==> src/rtl/y86_writeback.sv <==
// Y86 write-back stage: W pipeline register, register-file write enables,
// processor status tracking (run/halt/error) and retired-instruction counter.
// Ports:
//   clk, reset (async active-low)
//   Win_*   : instruction arriving from the memory stage
//   W_stall : hold W register; W_bubble : load a bubble into W
//   Wout_*  : W register contents (also the decode forwarding taps)
//   wb_weE, wb_weM : regfile E/M port write enables (combinational from W)
//   cpu_stat, halted : processor status
//   retired_cnt     : saturating retired-instruction count
module y86_writeback #(
  parameter int unsigned WORD_W = 32,
  parameter int unsigned CNT_W  = 32
) (
  input  logic              clk,
  input  logic              reset,
  input  logic [2:0]        Win_stat,
  input  logic [3:0]        Win_icode,
  input  logic              Win_Cnd,
  input  logic [WORD_W-1:0] Win_valE,
  input  logic [WORD_W-1:0] Win_valM,
  input  logic [3:0]        Win_dstE,
  input  logic [3:0]        Win_dstM,
  input  logic              W_stall,
  input  logic              W_bubble,
  output logic [2:0]        Wout_stat,
  output logic [3:0]        Wout_icode,
  output logic              Wout_Cnd,
  output logic [WORD_W-1:0] Wout_valE,
  output logic [WORD_W-1:0] Wout_valM,
  output logic [3:0]        Wout_dstE,
  output logic [3:0]        Wout_dstM,
  output logic              wb_weE,
  output logic              wb_weM,
  output logic [2:0]        cpu_stat,
  output logic              halted,
  output logic [CNT_W-1:0]  retired_cnt
);

  localparam logic [2:0] STAT_AOK = 3'd1;
  localparam logic [2:0] STAT_HLT = 3'd2;
  localparam logic [2:0] STAT_ADR = 3'd3;
  localparam logic [2:0] STAT_INS = 3'd4;

  localparam logic [3:0] I_HALT   = 4'h0;
  localparam logic [3:0] I_NOP    = 4'h1;
  localparam logic [3:0] I_CMOVXX = 4'h2;
  localparam logic [3:0] I_IRMOVL = 4'h3;
  localparam logic [3:0] I_MRMOVL = 4'h5;
  localparam logic [3:0] I_OPL    = 4'h6;
  localparam logic [3:0] I_CALL   = 4'h8;
  localparam logic [3:0] I_RET    = 4'h9;
  localparam logic [3:0] I_PUSHL  = 4'hA;
  localparam logic [3:0] I_POPL   = 4'hB;

  localparam logic [3:0] R_NONE   = 4'hF;

  localparam logic [1:0] S_RUN  = 2'd0;
  localparam logic [1:0] S_HALT = 2'd1;
  localparam logic [1:0] S_ERR  = 2'd2;

  logic [1:0] state, state_next;
  logic [2:0] err_stat, err_stat_next;
  logic       w_valid;
  logic       raw_we_e, raw_we_m;
  logic       retire;

  // W pipeline register; frozen once the processor leaves RUN
  always_ff @(posedge clk or negedge reset) begin
    if (!reset) begin
      Wout_stat  <= STAT_AOK;
      Wout_icode <= I_NOP;
      Wout_Cnd   <= 1'b0;
      Wout_valE  <= '0;
      Wout_valM  <= '0;
      Wout_dstE  <= R_NONE;
      Wout_dstM  <= R_NONE;
      w_valid    <= 1'b0;
    end else if (state == S_RUN && !W_stall) begin
      if (W_bubble) begin
        Wout_stat  <= STAT_AOK;
        Wout_icode <= I_NOP;
        Wout_Cnd   <= 1'b0;
        Wout_valE  <= '0;
        Wout_valM  <= '0;
        Wout_dstE  <= R_NONE;
        Wout_dstM  <= R_NONE;
        w_valid    <= 1'b0;
      end else begin
        Wout_stat  <= Win_stat;
        Wout_icode <= Win_icode;
        Wout_Cnd   <= Win_Cnd;
        Wout_valE  <= Win_valE;
        Wout_valM  <= Win_valM;
        Wout_dstE  <= Win_dstE;
        Wout_dstM  <= Win_dstM;
        w_valid    <= 1'b1;
      end
    end
  end

  // Status FSM state register
  always_ff @(posedge clk or negedge reset) begin
    if (!reset) begin
      state    <= S_RUN;
      err_stat <= STAT_AOK;
    end else begin
      state    <= state_next;
      err_stat <= err_stat_next;
    end
  end

  // Status FSM next state: HALT and ERR are sticky until reset
  always_comb begin
    state_next    = state;
    err_stat_next = err_stat;
    case (state)
      S_RUN: begin
        if (Wout_stat == STAT_HLT) begin
          state_next = S_HALT;
        end else if (Wout_stat == STAT_ADR || Wout_stat == STAT_INS) begin
          state_next    = S_ERR;
          err_stat_next = Wout_stat;
        end
      end
      default: ;
    endcase
  end

  // Status outputs
  always_comb begin
    cpu_stat = STAT_AOK;
    halted   = (state != S_RUN);
    case (state)
      S_HALT:  cpu_stat = STAT_HLT;
      S_ERR:   cpu_stat = err_stat;
      default: cpu_stat = STAT_AOK;
    endcase
  end

  // Write enables; popl %esp (same dst on both ports) lets the M write win
  always_comb begin
    raw_we_e = 1'b0;
    raw_we_m = 1'b0;
    case (Wout_icode)
      I_IRMOVL, I_OPL, I_PUSHL, I_CALL, I_RET: raw_we_e = 1'b1;
      I_CMOVXX: raw_we_e = Wout_Cnd;
      I_MRMOVL: raw_we_m = 1'b1;
      I_POPL: begin
        raw_we_e = 1'b1;
        raw_we_m = 1'b1;
      end
      default: ;
    endcase
    wb_weM = raw_we_m && (state == S_RUN) && (Wout_stat == STAT_AOK) &&
             (Wout_dstM != R_NONE);
    wb_weE = raw_we_e && (state == S_RUN) && (Wout_stat == STAT_AOK) &&
             (Wout_dstE != R_NONE) &&
             !(raw_we_m && (Wout_dstE == Wout_dstM));
  end

  // An instruction retires when it leaves a running W stage unstalled
  assign retire = (state == S_RUN) && w_valid && (Wout_stat == STAT_AOK) &&
                  !W_stall && (Wout_icode != I_HALT);

  // Saturating retired-instruction counter
  always_ff @(posedge clk or negedge reset) begin
    if (!reset) begin
      retired_cnt <= '0;
    end else if (retire && (retired_cnt != {CNT_W{1'b1}})) begin
      retired_cnt <= retired_cnt + CNT_W'(1);
    end
  end

endmodule

==> config.mk <==
export PLATFORM = sky130hd
export DESIGN_NAME = y86_writeback
export DESIGN_NICKNAME = d
export VERILOG_FILES = /design/src/rtl/y86_writeback.sv
export SDC_FILE = /design/constraint.sdc
export NUM_CORES = 1
export LEC_CHECK = 0
export BUFFER_PORTS_ARGS = -buffer_cell sky130_fd_sc_hd__buf_2
export CORE_ASPECT_RATIO = 1.75
export CORE_MARGIN = 3
export CORE_UTILIZATION = 53
export CTS_BUF_LIST = sky130_fd_sc_hd__clkbuf_16
export DETAILED_ROUTE_END_ITERATION = 8
export PLACE_DENSITY_LB_ADDON = 0.08
export SLEW_MARGIN = 20
export SYNTH_ARGS = -nofsm -noshare
export SYNTH_HDL_FRONTEND = slang
export SYNTH_SLANG_ARGS = --single-unit
==> constraint.sdc <==
create_clock -name clk -period 3.4 [get_ports clk]
set_clock_uncertainty 0.1 [all_clocks]
set_input_delay 0.51 -clock clk [delete_from_list [all_inputs] [get_ports clk]]
set_output_delay 0.51 -clock clk [all_outputs]
set_load 0.01 [all_outputs]
==> results of run 1 <==
worst min-delay path by stage:
stage / from / to / slack [ns]
6_report: reset / retired_cnt[24] / 0.04
5_1_grt: reset / retired_cnt[25] / 0.09
4_1_cts: reset / retired_cnt[25] / 0.05
3_5_place_dp: Wout_valM[4] / Wout_valM[4] / 0.37
3_3_place_gp: Wout_valE[14] / Wout_valE[14] / 0.36
2_1_floorplan: reset / Wout_Cnd / 0.11
per-layer routing:
metal  vias up  track usage, %  part of all wire, %
met5         -               0                    0
met4         0            12.1                  3.5
met3        35            8.78                  7.3
met2       162            42.9                   54
met1      2181            29.0                   35
li1       2250               -                    -
cell usage after synthesis (2+ instances only):
| cell | n |
|---|---|
| dfrtp_1 | 107 |
| nand2_1 | 107 |
| o21ai_0 | 90 |
| nand2b_1 | 71 |
| clkbuf_1 | 26 |
| nor2_1 | 22 |
| xnor2_1 | 22 |
| nand3_1 | 13 |
| nand4_1 | 12 |
| dfstp_2 | 11 |
| xor2_1 | 10 |
| and4_1 | 6 |
| inv_1 | 5 |
| a21oi_1 | 4 |
| a31oi_1 | 4 |
| and3_1 | 4 |
| ha_1 | 4 |
| nor3_1 | 4 |
| buf_1 | 3 |
| nor4_1 | 3 |
| and2_1 | 2 |
| mux2_2 | 2 |
| nor2b_1 | 2 |
| o2111ai_1 | 2 |
| o31a_1 | 2 |
| or3_1 | 2 |
| or4_1 | 2 |
registers in the layout, summed over array words and instances (netlist names):
register     count
Wout_Cnd         1
Wout_dstE        4
Wout_dstM        4
Wout_icode       4
Wout_stat        3
Wout_valE       32
Wout_valM       32
err_stat         3
retired_cnt     32
state            2
w_valid          1
placed cells by master (no fill, tap or decap), types with 4 or more instances in the layout:
master     synthesis  layout
nand4_1           12      12
clkinv_2           0       4
nor2_1            22      22
ha_1               4       4
a21oi_1            4       4
inv_1              5       6
xnor2_1           22      22
nor3_1             4       4
nand2b_1          71      70
clkinv_1           0       5
xor2_1            10      10
buf_2              0     199
nand3_1           13      13
buf_4              1      10
dfstp_2           11      11
o21ai_0           90      90
a31oi_1            4       4
and3_1             4       4
nand2_1          107     107
dfrtp_1          107     107
and4_1             6       6
clkbuf_16          0      17
area by class of cell:
type,instances,share of cell area (%)
Timing Repair Buffer,209,15.3
Clock inverter,14,1.70
Multi-Input combinational cell,400,31.9
Sequential cell,118,42.5
Inverter,5,0.269
Clock buffer,17,6.09
Tap cell,122,2.18
Antenna cell,1,0.0358
through the flow:
step,hold slack [ns],power [mW],cell area (sq um),cells
after detailed placement,0.366,3.84,6440,854
after floorplan,0.114,3.07,5350,555
after global placement,0.357,3.77,6440,854
final,0.0449,5.45,6990,886
after CTS,0.0517,5.51,6980,885
after global routing,0.0855,5.83,6990,886
cells by family after synthesis:
| kind of cell | count (synthesis) | synth area share, % |
|---|---|---|
| multiplexers | 2 | 0.421 |
| adder cells (fa/ha/maj) | 4 | 0.935 |
| buffers and inverters | 37 | 3.02 |
| AO/OA/AOI/OAI | 105 | 10.6 |
| AND/OR/NAND/NOR | 257 | 24.4 |
| flip-flops | 118 | 55.4 |
| XOR/XNOR | 32 | 5.24 |
power by group through the flow:
stage	clock, mW	sequential, mW	combinational, mW
final	1.65	2.22	1.57
after global routing	1.76	2.29	1.79
after CTS	1.68	2.23	1.60
after detailed placement	0	2.24	1.60
after global placement	0	2.22	1.55
after floorplan	0	2.39	0.679
==> results.sh, run 1 <==
export IMPL_nets=839
export IMPL_grt_max_degree=82
export IMPL_clock_sinks=118
export IMPL_ant_nets=0
export IMPL_pwr_share_seq_pct=40.8
export IMPL_cts_path_max_buffers=2
export IMPL_ys_seq_area_share_pct=55.4
export IMPL_grt_pass1_wl_mm=22.8
export IMPL_rsz0062_at_grt="false"
export IMPL_path_cells="inv_1 -> ha_1 -> and4bb_2 -> o2111ai_1 -> a31oi_1 -> buf_2"
export IMPL_cts_buffers=17
export IMPL_power_switching_mw=1.87
export IMPL_async_reset_ff_share_pct=100
export IMPL_die_y_microns=139
export IMPL_comb_power_share_pct=28.9
export IMPL_timing_rr_start="state[0]"
export IMPL_wl_per_cell_microns=15.5
export IMPL_crit_required_ns=2.79
export IMPL_rrSetupSlack_ns=0.71
export IMPL_synth_edff_count=0
export IMPL_path_max_fanout=10
export IMPL_io_pins=202
export IMPL_syn_num_nets=643
export IMPL_slowest_stage="dfrtp_1"
export IMPL_cts_root_buf="clkbuf_16"
export IMPL_post_cts_buffers=0
export IMPL_setup_viol=0
export IMPL_critPathCapture="wb_weE"
export IMPL_ff_latch_area_sq_um=2970
export IMPL_syn_to_final_growth_pct=30.6
export IMPL_synthFlopType="dfrtp_1"
export IMPL_holdBufCountCts=0
export IMPL_route_detailed_drc=0
export IMPL_max_slew_worst_pin_slew_ns=0.675
export IMPL_numPortBuffers=201
export IMPL_end_kind="primary output"
export IMPL_worst_r2r_cell_count=7
export IMPL_dieWidth_microns=82.0
export IMPL_synth_seq_cells=118
export IMPL_ir_worst_vdd_uv=458
export IMPL_grt_pass1_vias=4706
export IMPL_synth_area_sq_um=5350
export IMPL_critPathBufInv=2
export IMPL_crit_type="reg2out"
export IMPL_vias=4628
export IMPL_dr_pass1_iters=4
export IMPL_slew_viol_final=0
export IMPL_synth_area_leaders="dfrtp_1 50%, o21ai_0 8.4%, nand2b_1 8.3%, nand2_1 7.5%, dfstp_2 5.4%"
export IMPL_clk_pin_slew_ns=0.05
export IMPL_critPathTopFamily="flip-flops"
export IMPL_crit_path_start="state[0]"
export IMPL_path_depth=6
export IMPL_max_cap_viol_count=0
export IMPL_max_freq_ghz=0.371
export IMPL_drive_above_1_share_pct=33.0
export IMPL_ys_types=40
export IMPL_r2r_end="retired_cnt[15]"
export IMPL_synth_top_cell_area_share_pct=50.0
export IMPL_setup_tns_ns=0
export IMPL_finalWorstSetupSlack_ns=0.705
export IMPL_status="finished, final reports clean"
export IMPL_avgViaCountPerCell=5.22
export IMPL_fin_util_pct=72.5
export IMPL_grt_overflow=0
export IMPL_place_gp_congestion=0.826
export IMPL_cts_tree="done"
export IMPL_start_util_pct=55.5
export IMPL_die_area_sq_um=11400
export IMPL_dp_hpwl_mm=10.1
export IMPL_p_leak_nw=3.57
export IMPL_core_area_sq_um=9640
export IMPL_slew_headroom_pct=55.0
export IMPL_min_period_ns=2.70
export IMPL_clock_latency_ns=0.40
export IMPL_htree_num_levels=4
export IMPL_powerDensity_nw_per_um2=780
export IMPL_start_kind="flip-flop"
export IMPL_yosysTopAreaCell="dfrtp_1"
export IMPL_syn_avg_cell_area_sq_um=9.64
export IMPL_p_clk_share_pct=30.3
export IMPL_min_delay_path_class="in2async"
export IMPL_gr_usage_all_layers_pct=25.8
export IMPL_multi_input_comb_area_sq_um=2230
export IMPL_arrival_ns=2.09
export IMPL_placementRows=47
export IMPL_antenna_found_initial=1
export IMPL_min_period_over_period_pct=79.3
export IMPL_syn_inst=555
export IMPL_yosysWarnings=0
export IMPL_internal_power_mw=3.58
export IMPL_hold_violations=0
export IMPL_drt_initial_drc_count=183
export IMPL_post_cts_resized=0
export IMPL_slowest_delay_ns=0.40
export IMPL_netSwitchingFraction_pct=34.4
export IMPL_dp_slack_ns=0.761
export IMPL_fill_cells=778
export IMPL_wl_mm=13.7
(Power assumes the default switching activity.)
==> run 2: changes to the inputs <==
--- a/config.mk
+++ b/config.mk
@@ -5,10 +5,11 @@
 export SDC_FILE = /design/constraint.sdc
 export NUM_CORES = 1
 export LEC_CHECK = 0
+export ABC_AREA = 1
 export BUFFER_PORTS_ARGS = -buffer_cell sky130_fd_sc_hd__buf_2
 export CORE_ASPECT_RATIO = 1.75
 export CORE_MARGIN = 3
-export CORE_UTILIZATION = 53
+export CORE_UTILIZATION = 50
 export CTS_BUF_LIST = sky130_fd_sc_hd__clkbuf_16
 export DETAILED_ROUTE_END_ITERATION = 8
 export PLACE_DENSITY_LB_ADDON = 0.08
==> constraint.sdc (replaced) <==
create_clock -name clk -period 2.59 [get_ports clk]
set_clock_uncertainty 0.1 [all_clocks]
set_input_delay 0.3885 -clock clk [delete_from_list [all_inputs] [get_ports clk]]
set_output_delay 0.3885 -clock clk [all_outputs]
set_load 0.01 [all_outputs]
==> run 2 against run 1 <==
Net effect: synthesized cell count grew 9.5%; area after synthesis grew 2.5%; setup slack lost 0.41 ns; first-iteration DRC count shrank 9.8%; global-route usage grew 0.69 points; die area grew 8.2%; via count grew 8.8%; clock power grew 27%; cell area grew 2.4%; combinational power grew 54%; critical path type unchanged; largest power group unchanged; highest routed layer unchanged.
==> results.sh, run 2 <==
export IMPL_finalWorstSetupSlack_ns=0.298
export IMPL_route_detailed_drc=0
export IMPL_rsz0062_at_grt="false"
export IMPL_crit_required_ns=2.10
export IMPL_ys_types=30
export IMPL_status="finished, final reports clean"
export IMPL_dr_wl_met3_microns=970
export IMPL_clock_latency_ns=0.40
export IMPL_clock_sinks=118
export IMPL_synth_area_sq_um=5490
export IMPL_grt_pass1_vias=5140
export IMPL_synthTopCellsByCount="198 x nand2_1, 107 x dfrtp_1, 66 x a22o_1"
export IMPL_syn_avg_cell_area_sq_um=9.03
export IMPL_max_slew_worst_pin_slew_ns=0.621
export IMPL_start_util_pct=51.3
export IMPL_grt_overflow=0
export IMPL_setup_tns_ns=0
export IMPL_clk_pin_slew_ns=0.05
export IMPL_ys_seq_area_share_pct=54.0
export IMPL_post_cts_buffers=0
export IMPL_drive_above_1_share_pct=31.1
export IMPL_cts_buffers=17
export IMPL_min_delay_path_class="in2reg"
export IMPL_placementRows=50
export IMPL_max_cap_viol_count=0
export IMPL_ant_nets=0
export IMPL_die_area_sq_um=12300
export IMPL_gr_usage_all_layers_pct=26.5
export IMPL_synth_edff_count=0
export IMPL_layout_cells_most_common="buf_2"
export IMPL_drt_initial_drc_count=165
export IMPL_min_period_ns=2.29
export IMPL_min_to="Wout_stat[2]"
export IMPL_ir_worst_vdd_uv=650
export IMPL_worst_r2r_cell_count=10
export IMPL_end_kind="primary output"
export IMPL_io_pins=202
export IMPL_r2r_end="retired_cnt[5]"
export IMPL_yosys_cell_count_top_type="nand2_1"
export IMPL_nets=902
export IMPL_core_area_sq_um=10700
export IMPL_timing_rr_start="retired_cnt[0]"
export IMPL_top_layer_used="met4"
export IMPL_syn_to_final_growth_pct=30.4
export IMPL_wl_met1_mm=5.80
export IMPL_htree_num_levels=4
export IMPL_dr_pass1_iters=4
export IMPL_synthFlopType="dfrtp_1"
export IMPL_layout_common_cells="200 x buf_2, 197 x nand2_1, 107 x dfrtp_1"
export IMPL_fin_util_pct=66.9
export IMPL_place_gp_congestion=0.896
export IMPL_vias=5034
export IMPL_whs_ns=0.0931
export IMPL_start_kind="flip-flop"
export IMPL_syn_num_nets=696
export IMPL_max_freq_ghz=0.436
export IMPL_wl_met2_mm=8.43
export IMPL_slew_viol_final=0
export IMPL_p_leak_nw=3.85
export IMPL_cts_path_max_buffers=2
export IMPL_hold_violations=0
export IMPL_slew_headroom_pct=58.6
export IMPL_grt_max_degree=70
export IMPL_cts_root_buf="clkbuf_16"
export IMPL_top_regs="Wout_valE (32), Wout_valM (32), retired_cnt (32)"
export IMPL_rrSetupSlack_ns=0.49
export IMPL_dieWidth_microns=85.2
export IMPL_yosysTopAreaCell="dfrtp_1"
export IMPL_syn_inst=608
export IMPL_die_y_microns=145
export IMPL_wl_mm=16.0
export IMPL_wl_per_cell_microns=16.7
export IMPL_cts_tree="done"
export IMPL_avgViaCountPerCell=5.26
export IMPL_synth_area_leaders="dfrtp_1 49%, nand2_1 14%, a22o_1 11%, dfstp_2 5.3%, nor2_1 4.1%"
export IMPL_min_delay_start="Win_stat[2]"
export IMPL_holdPathStages=3
export IMPL_async_reset_ff_share_pct=100
export IMPL_synth_seq_cells=118
export IMPL_layout_cells_non_filler=957
export IMPL_powerDensity_nw_per_um2=1050
export IMPL_synth_top_cell_area_share_pct=48.8
export IMPL_yosysWarnings=0
export IMPL_setup_viol=0
export IMPL_dp_slack_ns=0.494
export IMPL_path_max_fanout=3
export IMPL_numPortBuffers=201
export IMPL_placedCellCount=924
export IMPL_crit_type="reg2out"
export IMPL_dp_hpwl_mm=11.9
export IMPL_antenna_found_initial=0
export IMPL_post_cts_resized=0
export IMPL_grt_pass1_wl_mm=25.4
export IMPL_min_period_over_period_pct=88.5
export IMPL_arrival_ns=1.80
export IMPL_num_antenna_cells=0
## run 2: metal layers
| metal | vias to the layer above | GRT usage, % |
|---|---|---|
| li1 | 2416 | - |
| met1 | 2387 | 28.8 |
| met2 | 187 | 46.5 |
| met3 | 44 | 7.18 |
| met4 | 0 | 14.4 |
| met5 | - | 0 |
## run 2: power breakdown
group | leakage [nW] | total [mW] | switching (mW) | internal, mW
combinational | 2.05 | 2.42 | 1.31 | 1.11
sequential | 1.54 | 3.02 | 0.468 | 2.55
clock | 0.264 | 2.09 | 0.804 | 1.28
total | 3.85 | 7.52 | 2.59 | 4.94
## run 2: worst max path at each step
stage	from	to	slack (ns)	cells past startpoint
after floorplan	retired_cnt[0]	retired_cnt[29]	0.80	11
after global placement	state[0]	w_valid	0.62	7
after detailed placement	retired_cnt[0]	retired_cnt[5]	0.49	10
after CTS	Wout_stat[0]	wb_weE	0.28	7
after global routing	Wout_stat[0]	wb_weE	0.19	7
final	Wout_stat[0]	wb_weE	0.30	7
## run 2: cell type report
type / count / area, sq um
Multi-Input combinational cell: 420 / 2230
Tap cell: 130 / 163
Fill cell: 898 / 3540
Inverter: 49 / 186
Timing Repair Buffer: 208 / 1090
Clock buffer: 17 / 425
Sequential cell: 118 / 2970
Clock inverter: 15 / 97.6
## run 2: cell families after synthesis
kind of cell    count (synthesis)  share of synthesized area (%)
compound gates                 99                           14.1
xor+xnor                       15                           2.39
fa+ha+maj                       4                          0.912
buf+inv                        70                           5.54
flops                         118                           54.0
simple gates                  302                           23.0
## run 2: timing repair
action / in CTS / in global routing
hold buffers: 1 / 0
endpoints found under the hold margin: 39 / 0
setup endpoints to repair: 0 / 0
## run 2: worst max-delay path, cell delays in order, from the launching register on
cell and delay, ns:
dfstp_2 0.54, inv_1 0.07, nor3_1 0.31, nand3_1 0.12, nor2_1 0.13, nand2_1 0.06, inv_1 0.05, buf_2 0.14
## run 2: per-stage QoR
stage	power [mW]	instance area (sq um)
global placement	5.39	6620
finish	7.52	7160
detailed placement	5.46	6620
floorplan	4.36	5490
global route	7.95	7160
CTS	7.58	7160
==> run 3: changes to the inputs <==
==> constraint.sdc (replaced) <==
create_clock -name clk -period 2.59 [get_ports clk]
set_clock_uncertainty 0.1 [all_clocks]
set_input_delay 0.259 -clock clk [delete_from_list [all_inputs] [get_ports clk]]
set_output_delay 0.259 -clock clk [all_outputs]
set_load 0.01 [all_outputs]
==> run 3 against run 2 <==
Net effect: setup slack gained 0.12 ns; largest power group unchanged; largest cell class unchanged; cell count grew 8.3%; cell area grew 12%; total power grew 5.7%; wire length grew 12%; combinational power grew 6%; utilization grew 8.0 points; sequential cell count is the same.
==> results.sh, run 3 (same netlist as run 2, synthesis figures left out) <==
export IMPL_ir_worst_vdd_uv=739
export IMPL_start_util_pct=51.3
export IMPL_end_kind="primary output"
export IMPL_crit_type="reg2out"
export IMPL_path_max_fanout=3
export IMPL_avgViaCountPerCell=5.35
export IMPL_setup_tns_ns=0
export IMPL_cts_root_buf="clkbuf_16"
export IMPL_num_antenna_cells=0
export IMPL_fill_cells=764
export IMPL_r2r_end="retired_cnt[7]"
export IMPL_grt_overflow=0
export IMPL_dieWidth_microns=85.2
export IMPL_post_cts_buffers=0
export IMPL_arrival_ns=1.82
export IMPL_nets=981
export IMPL_antenna_found_initial=0
export IMPL_route_detailed_drc=0
export IMPL_dr_pass1_iters=5
export IMPL_htree_num_levels=4
export IMPL_layout_cells_non_filler=1036
export IMPL_holdPathStages=2
export IMPL_die_area_sq_um=12300
export IMPL_layout_cells_most_common="buf_2"
export IMPL_p_clk_share_pct=29.4
export IMPL_wl_per_cell_microns=17.2
export IMPL_top_regs="Wout_valE (32), Wout_valM (32), retired_cnt (32)"
export IMPL_clock_sinks=118
export IMPL_slew_headroom_pct=59.1
export IMPL_min_period_ns=2.17
export IMPL_wl_mm=17.9
export IMPL_ant_nets=0
export IMPL_die_y_microns=145
export IMPL_core_area_sq_um=10700
export IMPL_comb_power_share_pct=32.3
export IMPL_cts_tree="done"
export IMPL_placementRows=50
export IMPL_grt_pass1_vias=5655
export IMPL_gr_usage_all_layers_pct=29.0
export IMPL_start_kind="flip-flop"
export IMPL_grt_pass1_wl_mm=27.6
export IMPL_finalWorstSetupSlack_ns=0.416
export IMPL_syn_to_final_growth_pct=45.9
export IMPL_min_delay_path_class="in2reg"
export IMPL_max_freq_ghz=0.460
export IMPL_hold_violations=0
export IMPL_netSwitchingFraction_pct=34.2
export IMPL_p_leak_nw=4.21
export IMPL_max_slew_worst_pin_slew_ns=0.613
export IMPL_internal_power_mw=5.23
export IMPL_clock_latency_ns=0.41
export IMPL_crit_required_ns=2.23
export IMPL_dp_hpwl_mm=11.9
export IMPL_rrSetupSlack_ns=0.49
export IMPL_worst_r2r_cell_count=10
export IMPL_cts_path_max_buffers=2
export IMPL_holdBufCountCts=79
export IMPL_powerDensity_nw_per_um2=993
export IMPL_max_cap_viol_count=0
export IMPL_numPortBuffers=201
export IMPL_pwr_share_seq_pct=38.2
export IMPL_status="finished, final reports clean"
export IMPL_drt_initial_drc_count=250
export IMPL_slew_viol_final=0
export IMPL_timing_rr_start="retired_cnt[0]"
export IMPL_drive_above_1_share_pct=28.8
export IMPL_cts_buffers=17
export IMPL_clk_pin_slew_ns=0.05
export IMPL_setup_viol=0
export IMPL_vias=5540
export IMPL_io_pins=202
export IMPL_min_period_over_period_pct=83.9
export IMPL_post_cts_resized=0
export IMPL_placedCellCount=925
export IMPL_min_to="Wout_valM[9]"
export IMPL_power_switching_mw=2.72
export IMPL_layout_common_cells="200 x buf_2, 197 x nand2_1, 107 x dfrtp_1"
export IMPL_dp_slack_ns=0.519
export IMPL_min_delay_start="Win_valM[9]"
export IMPL_rsz0062_at_grt="false"
export IMPL_place_gp_congestion=0.929
export IMPL_grt_max_degree=70
-- run 3: changes by cell type in the layout (fill, tap and decap cells not counted) --
cell,change
buf_4,+1
inv_1,-1
clkinvlp_4,+1
dlygate4sd3_1,+78
clkinv_1,-2
bufinv_16,+2
clkinv_2,-2
inv_6,+2
-- run 3: through the flow --
| step | area [sq um] | hold WS (ns) | utilization [%] | power (mW) |
|---|---|---|---|---|
| final | 8010 | 0.0117 | 74.9 | 7.95 |
| after global routing | 8010 | 0.0212 | 74.9 | 8.35 |
| after CTS | 8010 | 0.00363 | 74.9 | 7.92 |
| after detailed placement | 6630 | 0.215 | 62.0 | 5.46 |
| after global placement | 6630 | 0.206 | 62.0 | 5.40 |
| after floorplan | 5490 | -0.137 | - | 4.36 |
-- run 3: critical path: stages (launching register included) --
cell     delay [ns]
dfstp_2        0.54
inv_1          0.06
nor3_1         0.31
nand3_1        0.12
nor2_1         0.14
nand2_1        0.07
inv_1          0.05
buf_2          0.13
-- run 3: final cells by class --
type                       instances  area (sq um)  share of cell area [%]
timing repair buffer             287          1880                    23.4
multi-input combinational        420          2230                    27.8
sequential                       118          2970                    37.0
clock inverter                    15           161                    2.02
inverter                          49           186                    2.33
tap                              130           163                    2.03
clock buffer                      17           425                    5.31
-- run 3: layer usage --
layer / track usage (%) / wire length, microns / up-vias / part of all wire, %
li1: - / - / 2573 / -
met1: 28.9 / 6090 / 2657 / 34
met2: 52.0 / 9650 / 250 / 54
met3: 8.67 / 1200 / 60 / 6.7
met4: 18.2 / 916 / 0 / 5.1
met5: 0 / 0 / - / 0
-- run 3: power groups by stage --
stage	logic, mW	clock network [mW]	registers, mW
floorplan	1.11	0	3.25
global placement	2.40	0	3.00
detailed placement	2.46	0	3.00
CTS	2.55	2.37	3.01
global route	2.78	2.45	3.12
finish	2.57	2.34	3.04
-- run 3: worst max path at each step --
stage	slack, ns	cells after the start	to	from
final	0.42	7	wb_weE	Wout_stat[0]
after global routing	0.28	7	wb_weE	Wout_stat[0]
after CTS	0.40	7	wb_weE	Wout_stat[0]
after detailed placement	0.52	10	retired_cnt[2]	retired_cnt[0]
after floorplan	0.80	11	retired_cnt[29]	retired_cnt[0]
after global placement	0.61	10	retired_cnt[6]	retired_cnt[0]
